$ cat src/rtl/rx_frame_dispatch.sv
// Routes one received frame per popped header to the ARP port, the IPv4 port,
// or a drop sink, based on destination MAC filtering and ethertype.
module rx_frame_dispatch #(
  parameter int unsigned DATA_WIDTH = 8,
  parameter logic [47:0] FPGA_MAC   = 48'h00_18_3e_04_b3_f2,
  parameter logic [15:0] ARP_TYPE   = 16'h0806,
  parameter logic [15:0] IP_TYPE    = 16'h0800
) (
  input  logic                  clk,
  input  logic                  rst,
  input  logic                  header_valid,
  input  logic [47:0]           dest_mac,
  input  logic [47:0]           src_mac,
  input  logic [15:0]           ethertype,
  output logic                  header_rd,
  input  logic [DATA_WIDTH-1:0] s_axis_tdata,
  input  logic                  s_axis_tvalid,
  input  logic                  s_axis_tlast,
  output logic                  s_axis_tready,
  output logic [DATA_WIDTH-1:0] a_axis_tdata,
  output logic                  a_axis_tvalid,
  output logic                  a_axis_tlast,
  input  logic                  a_axis_tready,
  output logic [DATA_WIDTH-1:0] b_axis_tdata,
  output logic                  b_axis_tvalid,
  output logic                  b_axis_tlast,
  input  logic                  b_axis_tready,
  output logic [47:0]           src_mac_q,
  output logic                  busy,
  output logic [15:0]           cnt_a,
  output logic [15:0]           cnt_b,
  output logic [15:0]           cnt_drop
);

  localparam int unsigned MAC_W = 48;
  localparam int unsigned CNT_W = 16;
  localparam logic [MAC_W-1:0] BCAST_MAC = '1;

  typedef enum logic [1:0] {IDLE, FWD_A, FWD_B, DROP} state_t;

  state_t state, state_next;
  logic   accept;
  logic   frame_end;

  assign accept = (dest_mac == FPGA_MAC) || (dest_mac == BCAST_MAC);

  // Data and last are passed through unqualified; only tvalid is gated.
  assign a_axis_tdata = s_axis_tdata;
  assign a_axis_tlast = s_axis_tlast;
  assign b_axis_tdata = s_axis_tdata;
  assign b_axis_tlast = s_axis_tlast;
  assign busy         = (state != IDLE);

  always_ff @(posedge clk or posedge rst) begin
    if (rst) state <= IDLE;
    else     state <= state_next;
  end

  always_comb begin
    state_next    = state;
    header_rd     = 1'b0;
    s_axis_tready = 1'b0;
    a_axis_tvalid = 1'b0;
    b_axis_tvalid = 1'b0;
    frame_end     = 1'b0;
    unique case (state)
      IDLE: begin
        // The header pop is suppressed while reset is held.
        if (header_valid && !rst) begin
          header_rd = 1'b1;
          if (accept && (ethertype == ARP_TYPE))     state_next = FWD_A;
          else if (accept && (ethertype == IP_TYPE)) state_next = FWD_B;
          else                                       state_next = DROP;
        end
      end
      FWD_A: begin
        a_axis_tvalid = s_axis_tvalid;
        s_axis_tready = a_axis_tready;
        frame_end     = s_axis_tvalid & a_axis_tready & s_axis_tlast;
        if (frame_end) state_next = IDLE;
      end
      FWD_B: begin
        b_axis_tvalid = s_axis_tvalid;
        s_axis_tready = b_axis_tready;
        frame_end     = s_axis_tvalid & b_axis_tready & s_axis_tlast;
        if (frame_end) state_next = IDLE;
      end
      DROP: begin
        s_axis_tready = 1'b1;
        frame_end     = s_axis_tvalid & s_axis_tlast;
        if (frame_end) state_next = IDLE;
      end
      default: state_next = IDLE;
    endcase
  end

  always_ff @(posedge clk or posedge rst) begin
    if (rst)            src_mac_q <= '0;
    else if (header_rd) src_mac_q <= src_mac;
  end

  // Per-destination completed-frame counters, wrapping naturally.
  always_ff @(posedge clk or posedge rst) begin
    if (rst) begin
      cnt_a    <= '0;
      cnt_b    <= '0;
      cnt_drop <= '0;
    end else if (frame_end) begin
      unique case (state)
        FWD_A:   cnt_a    <= cnt_a + CNT_W'(1);
        FWD_B:   cnt_b    <= cnt_b + CNT_W'(1);
        DROP:    cnt_drop <= cnt_drop + CNT_W'(1);
        default: ;
      endcase
    end
  end

endmodule
$ cat config.mk
export PLATFORM = sky130hd
export DESIGN_NAME = rx_frame_dispatch
export DESIGN_NICKNAME = d
export VERILOG_FILES = /design/src/rtl/rx_frame_dispatch.sv
export SDC_FILE = /design/constraint.sdc
export NUM_CORES = 1
export LEC_CHECK = 0
export BUFFER_PORTS_ARGS = -buffer_cell sky130_fd_sc_hd__buf_2
export CAP_MARGIN = 20
export CORE_UTILIZATION = 40
export CTS_CLUSTER_SIZE = 14
export DETAILED_ROUTE_END_ITERATION = 8
export GPL_TIMING_DRIVEN = 0
export PLACE_DENSITY = 0.82
export SKIP_LAST_GASP = 1
export SLEW_MARGIN = 20
export SYNTH_ARGS = -nofsm -noshare
export SYNTH_HDL_FRONTEND = slang
export SYNTH_SLANG_ARGS = --single-unit
$ cat constraint.sdc
create_clock -name clk -period 3.3 [get_ports clk]
set_input_delay 0.66 -clock clk [delete_from_list [all_inputs] [get_ports clk]]
set_output_delay 0.66 -clock clk [all_outputs]
set_load 0.02 [all_outputs]
==> Word level (Yosys, flattened, before mapping) <==
Cells that the tools add are included.
{ "totals": {"regBits": 98, "in_bits": 127, "word_cells": 48} }
{ "op_classes": {"n_addsub": 3, "eq_ne": 11, "n_mux": 13, "bitwise_logic": 5, "reduce_logical": 11} }
{ "op_table": {"columns": ["op", "n"], "rows": [
  ["$add 16x1->16 const B", 3],
  ["$eq 48x37->1 const B", 1],
  ["$eq 48x48->1 const B", 1],
  ["$eq 16x12->1 const B", 2],
  ["$mux 2", 5],
  ["$ne 2x2->1 const B", 4],
  ["$pmux 2 s4", 1],
  ["$pmux 1 s3", 2],
  ["$reduce_and 2->1", 3],
  ["$and 1x1->1", 5],
  ["$mux 1", 5],
  ["$eq 2x2->1 const B", 2],
  ["$reduce_and 4->1", 1],
  ["$logic_and 1x1->1", 3],
  ["$eq 2x1->1 const B", 1],
  ["$logic_not 2->1", 1],
  ["$reduce_bool 2->1", 1],
  ["$logic_not 1->1", 1],
  ["$logic_or 1x1->1", 1]
]} }

==> Logic depth before layout (Yosys ltp) <==
{ "depth": {"word_depth": 7, "depth_mapped": 6} }

==> Least setup slack after synthesis <==
No wires, ideal clock.
{ "synth_path": {"path_type": "flip-flop to output port", "from": "register state[1]", "to": "output header_rd", "t_arrival_ps": 1298, "required_ps": 2640, "slack_ps": 1342, "path_stages_with_launch": 5, "path_cell_list": "dfrtp_1 buf_4 or2_4 nor3b_4 buf_6"} }
{ "synth_via": {"elab_chain_len": 2} }
{ "synth_lines": {"columns": ["element", "line_no", "source"], "rows": [
  ["start: declaration", "41", "state_t state, state_next;"],
  ["start signal: assignment", "56", "else state <= state_next;"],
  ["$logic_not 2->1", "66", "unique case (state)"],
  ["$mux 1", "66", null],
  ["end: declaration", "15", "output logic header_rd,"]
]} }
Every way passes these cells.

==> Final worst setup path <==
Same ends and word-level chain as after synthesis.

==> run summary <==
The run finished with clean final reports. The area share of fa/ha/maj cells after synthesis was 0.00837. For the filler-free cell count of the finished design, the log shows 756. The run gives 0.412 as the starting utilization of the core area. The number of endpoints with negative hold slack in the final report came out at 0. After the first detailed-routing iteration, the DRC count stood at 192. The initialized floorplan defines 38 standard-cell rows. Detailed routing inserted a total of 3702 vias. The instance count after placement with tap cells included is 739, and the number of storage elements in the synthesis netlist is 98.

The clock latency on the worst-skew pair came out at 0.36 ns. Traced cell by cell, the critical path runs through buf_4 > or2_4 > nor3b_4 > buf_6 > buf_2. The slowest stage of the critical path belongs to the cell nor3b_4. After detailed routing, the total wire length is 10.9 mm.

The floorplan step defined a die boundary enclosing 0.0116 mm². The buffer and inverter count on the worst path is 3, and the post-route worst hold slack is 0.322 ns. The number of clock buffers inserted by TritonCTS is 9.

The critical path in this run is classified as reg -> out. For this design the ratio of total power to cell area is 707 mW/mm². Hold repair after CTS inserted 0 buffers. The Yosys step of the flow raised 0 warnings. The max-slew headroom at the worst pin is 0.483, and the share of synthesized area occupied by flip-flops and latches is 0.547. After clock tree synthesis, the clock-pin slew on the worst setup and hold paths is 0.09 ns. Synthesis produced a netlist whose cell count is 361. At the worst endpoint, the arrival time is 1.97 ns. The tools report the layout filler cell count as 919. The CTS sink count came out at 98. The share of the synthesized area in compound gates (AO/OA/AOI/OAI) is 0.0106, and the final max-slew violation count is 0. The tools report the maximum vdd ir drop as 0.000433 V. Clock skew on the completed layout was measured at 0.0123 ns. STA classifies the critical path startpoint as a register.

Static leakage: 3.15 nW. The average instance area after synthesis came out at 12.4 µm². Summing all flip-flop and latch instances after layout gives 0.00245 mm².

Along the worst path, the maximum fanout reaches 10. The run gives 0 as the max capacitance violation total. Fraction of layout cells with a size suffix above 1: 0.554.

The average wire per cell in the routed design was 14.4 µm. I/O pin total: 246. The die boundary width works out to 108 µm. Class of the tightest hold or removal check: in -> async. Setup repair after global routing left no endpoint under its margin. For the post-cts sizing count, the log shows 0. The setup violation total in the final timing report was 0. At the end of routability-driven placement, the weighted congestion stood at 0.856. The share of synthesized cell area in and, or, nand and nor gates came out at 0.158.

The combined global-route utilization of all metal layers came out at 0.190. The kind of cell adding the most delay to the critical path was simple AND/OR/NAND/NOR gates. By area, the combinational part of the netlist is dominated by simple AND/OR/NAND/NOR gates.

Timing would allow up to 380 MHz. The final net count came out at 740. The synthesized netlist occupies a cell area of 0.00448 mm². Height of the chip: 108 µm.

The post-synthesis mux area share is 0.128, and the layout-stage area growth over the synthesis result is 36.4%. The remaining routing DRC violations was 0; the placed wire-length estimate was 8.71 mm. The mean number of vias per cell was 4.90. Buffer count from post-CTS setup fixing: 0. The number of different library cells used by synthesis comes to 39. Summing all multi-input logic gate instances after layout gives 0.00176 mm². The data required time of the worst path is 2.64 ns, and the total overflow reported by the global router is 0.

The core area was 0.0109 mm²; the share of the clock period used by the worst path was 0.798. The synthesized netlist net count came out at 491. The actual slew at the worst max-slew pin works out to 0.769 ns.

The time the worst path needs with I/O delays and setup was 2.63 ns. The first global-routing pass estimated 16.9 mm of wire. TritonCTS built the clock tree. The number of antenna violations at the first check in global routing came out at 1. Level count of the clock H-tree: 3. The tools report the master cell of the clock root buffer as clkbuf_8. The delay contributed by the slowest stage of the critical path is 0.44 ns.

The run gives 3654 as the via count of the first global-routing pass. The tools report the first-pass iteration count of the detailed router as 5. For the number of buffers between clock root and the deepest sink, the log shows 2.

STA classifies the critical path endpoint as an output pin. The xor/xnor share of the synthesized area is 0.0879, and the count of input and output buffers is 237. The count of nets left with antenna violations once routing finished came out at 0. Entering global routing, the biggest net connects 57 pins.
==> routing by layer <==
| metal | GRT usage | part of all wire | vias up |
|---|---|---|---|
| met5 | 0 | 0 | - |
| met4 | 0.0841 | 0.023 | 0 |
| met3 | 0.0400 | 0.061 | 19 |
| met2 | 0.343 | 0.53 | 170 |
| met1 | 0.213 | 0.39 | 1758 |
| li1 | - | - | 1755 |
==> Yosys cell counts, drive strengths merged <==
cell type | number | area share
or3 | 1 | 0.0014
o22ai | 1 | 0.0014
a2111oi | 1 | 0.0020
nor4b | 3 | 0.0059
nand4 | 27 | 0.040
nor4bb | 1 | 0.0022
mux2 | 51 | 0.13
dfrtp | 98 | 0.55
buf | 29 | 0.051
nor2b | 1 | 0.0014
nand2 | 14 | 0.012
and2 | 2 | 0.0028
and3b | 2 | 0.0039
xnor2 | 27 | 0.053
nor2 | 13 | 0.011
and4b | 1 | 0.0022
or4 | 3 | 0.0050
o211ai | 1 | 0.0017
xor2 | 18 | 0.035
nor3b | 2 | 0.0070
and4 | 2 | 0.0039
and3 | 4 | 0.0056
o21ai | 1 | 0.0011
a21oi | 4 | 0.0045
nand3 | 14 | 0.017
nor4 | 10 | 0.017
or2 | 3 | 0.0047
inv | 10 | 0.0084
clkbuf | 1 | 0.00084
nor3 | 13 | 0.015
ha | 3 | 0.0084
==> final timing paths <==
path | startpoint | to | slack, ns | cells after the start
min in group clk | cnt_b[15]$_DFFE_PP0P_ | cnt_b[15]$_DFFE_PP0P_ | 0.47 | 1
max | state[1]$_DFFE_PP0P_ | header_rd | 0.67 | 5
min reg2reg | cnt_b[15]$_DFFE_PP0P_ | cnt_b[15]$_DFFE_PP0P_ | 0.47 | 1
min | rst | src_mac_q[47]$_DFFE_PP0P_ | 0.32 | 2
max in group asynchronous | rst | cnt_a[3]$_DFFE_PP0P_ | 2.37 | 3
max reg2reg | state[1]$_DFFE_PP0P_ | src_mac_q[41]$_DFFE_PP0P_ | 1.38 | 5
==> area by class of cell <==
type / count / share of cell area
Antenna cell: 1 / 0.000409
Buffer: 30 / 0.0381
Clock buffer: 11 / 0.0248
Clock inverter: 5 / 0.0139
Inverter: 10 / 0.00696
Multi-Input combinational cell: 223 / 0.288
Sequential cell: 98 / 0.401
Tap cell: 140 / 0.0286
Timing Repair Buffer: 238 / 0.198
==> worst reg2reg max path: stages, from the launching register on <==
cell     delay [ns]
dfrtp_1        0.37
buf_4          0.16
or2_4          0.26
nor3b_4        0.44
buf_6          0.23
mux2_2         0.35
==> metrics by stage <==
stage	area [µm²]	worst slack [ns]	total power, W	utilization	setup TNS [ns]
after detailed placement	5880	0.968	0.00347	0.540	0
after global placement	5840	-0.924	0.00340	0.537	-89.82
after global routing	6120	0.542	0.00456	0.562	0
after floorplan	4480	0.0779	0.00283	-	0
final	6120	0.667	0.00432	0.562	0
after CTS	6110	0.608	0.00437	0.561	0
==> kinds of logic (layout without fill, tap and decap cells) <==
| kind of cell | after synthesis | count (layout) |
|---|---|---|
| other cells | 0 | 1 |
| fa+ha+maj | 3 | 3 |
| buf+inv | 40 | 294 |
| compound gates | 8 | 8 |
| flops | 98 | 98 |
| xor+xnor | 45 | 45 |
| mux | 51 | 51 |
| simple gates | 116 | 116 |
==> flip-flops by register name, indices dropped and copies added (netlist names) <==
signal and flops:
src_mac_q 48, cnt_a 16, cnt_b 16, cnt_drop 16, state 2
==> cell usage in the layout, fill, tap and decap left out, drive strengths merged, types with 10 or more instances in the layout <==
master and n:
xor2 18, dfrtp 98, buf 267, clkbuf 12
nor2 13, xnor2 27, nand4 27, mux2 51
inv 11, nand2 14, nor3 13, nor4 10
nand3 14
==> power by group <==
group	internal, W	switching (W)	leakage, nW
clock	0.000474	0.000422	0.121
sequential	0.00156	0.000216	1.22
combinational	0.000706	0.000944	1.81
No activity file was read; power rests on OpenSTA's default activity.
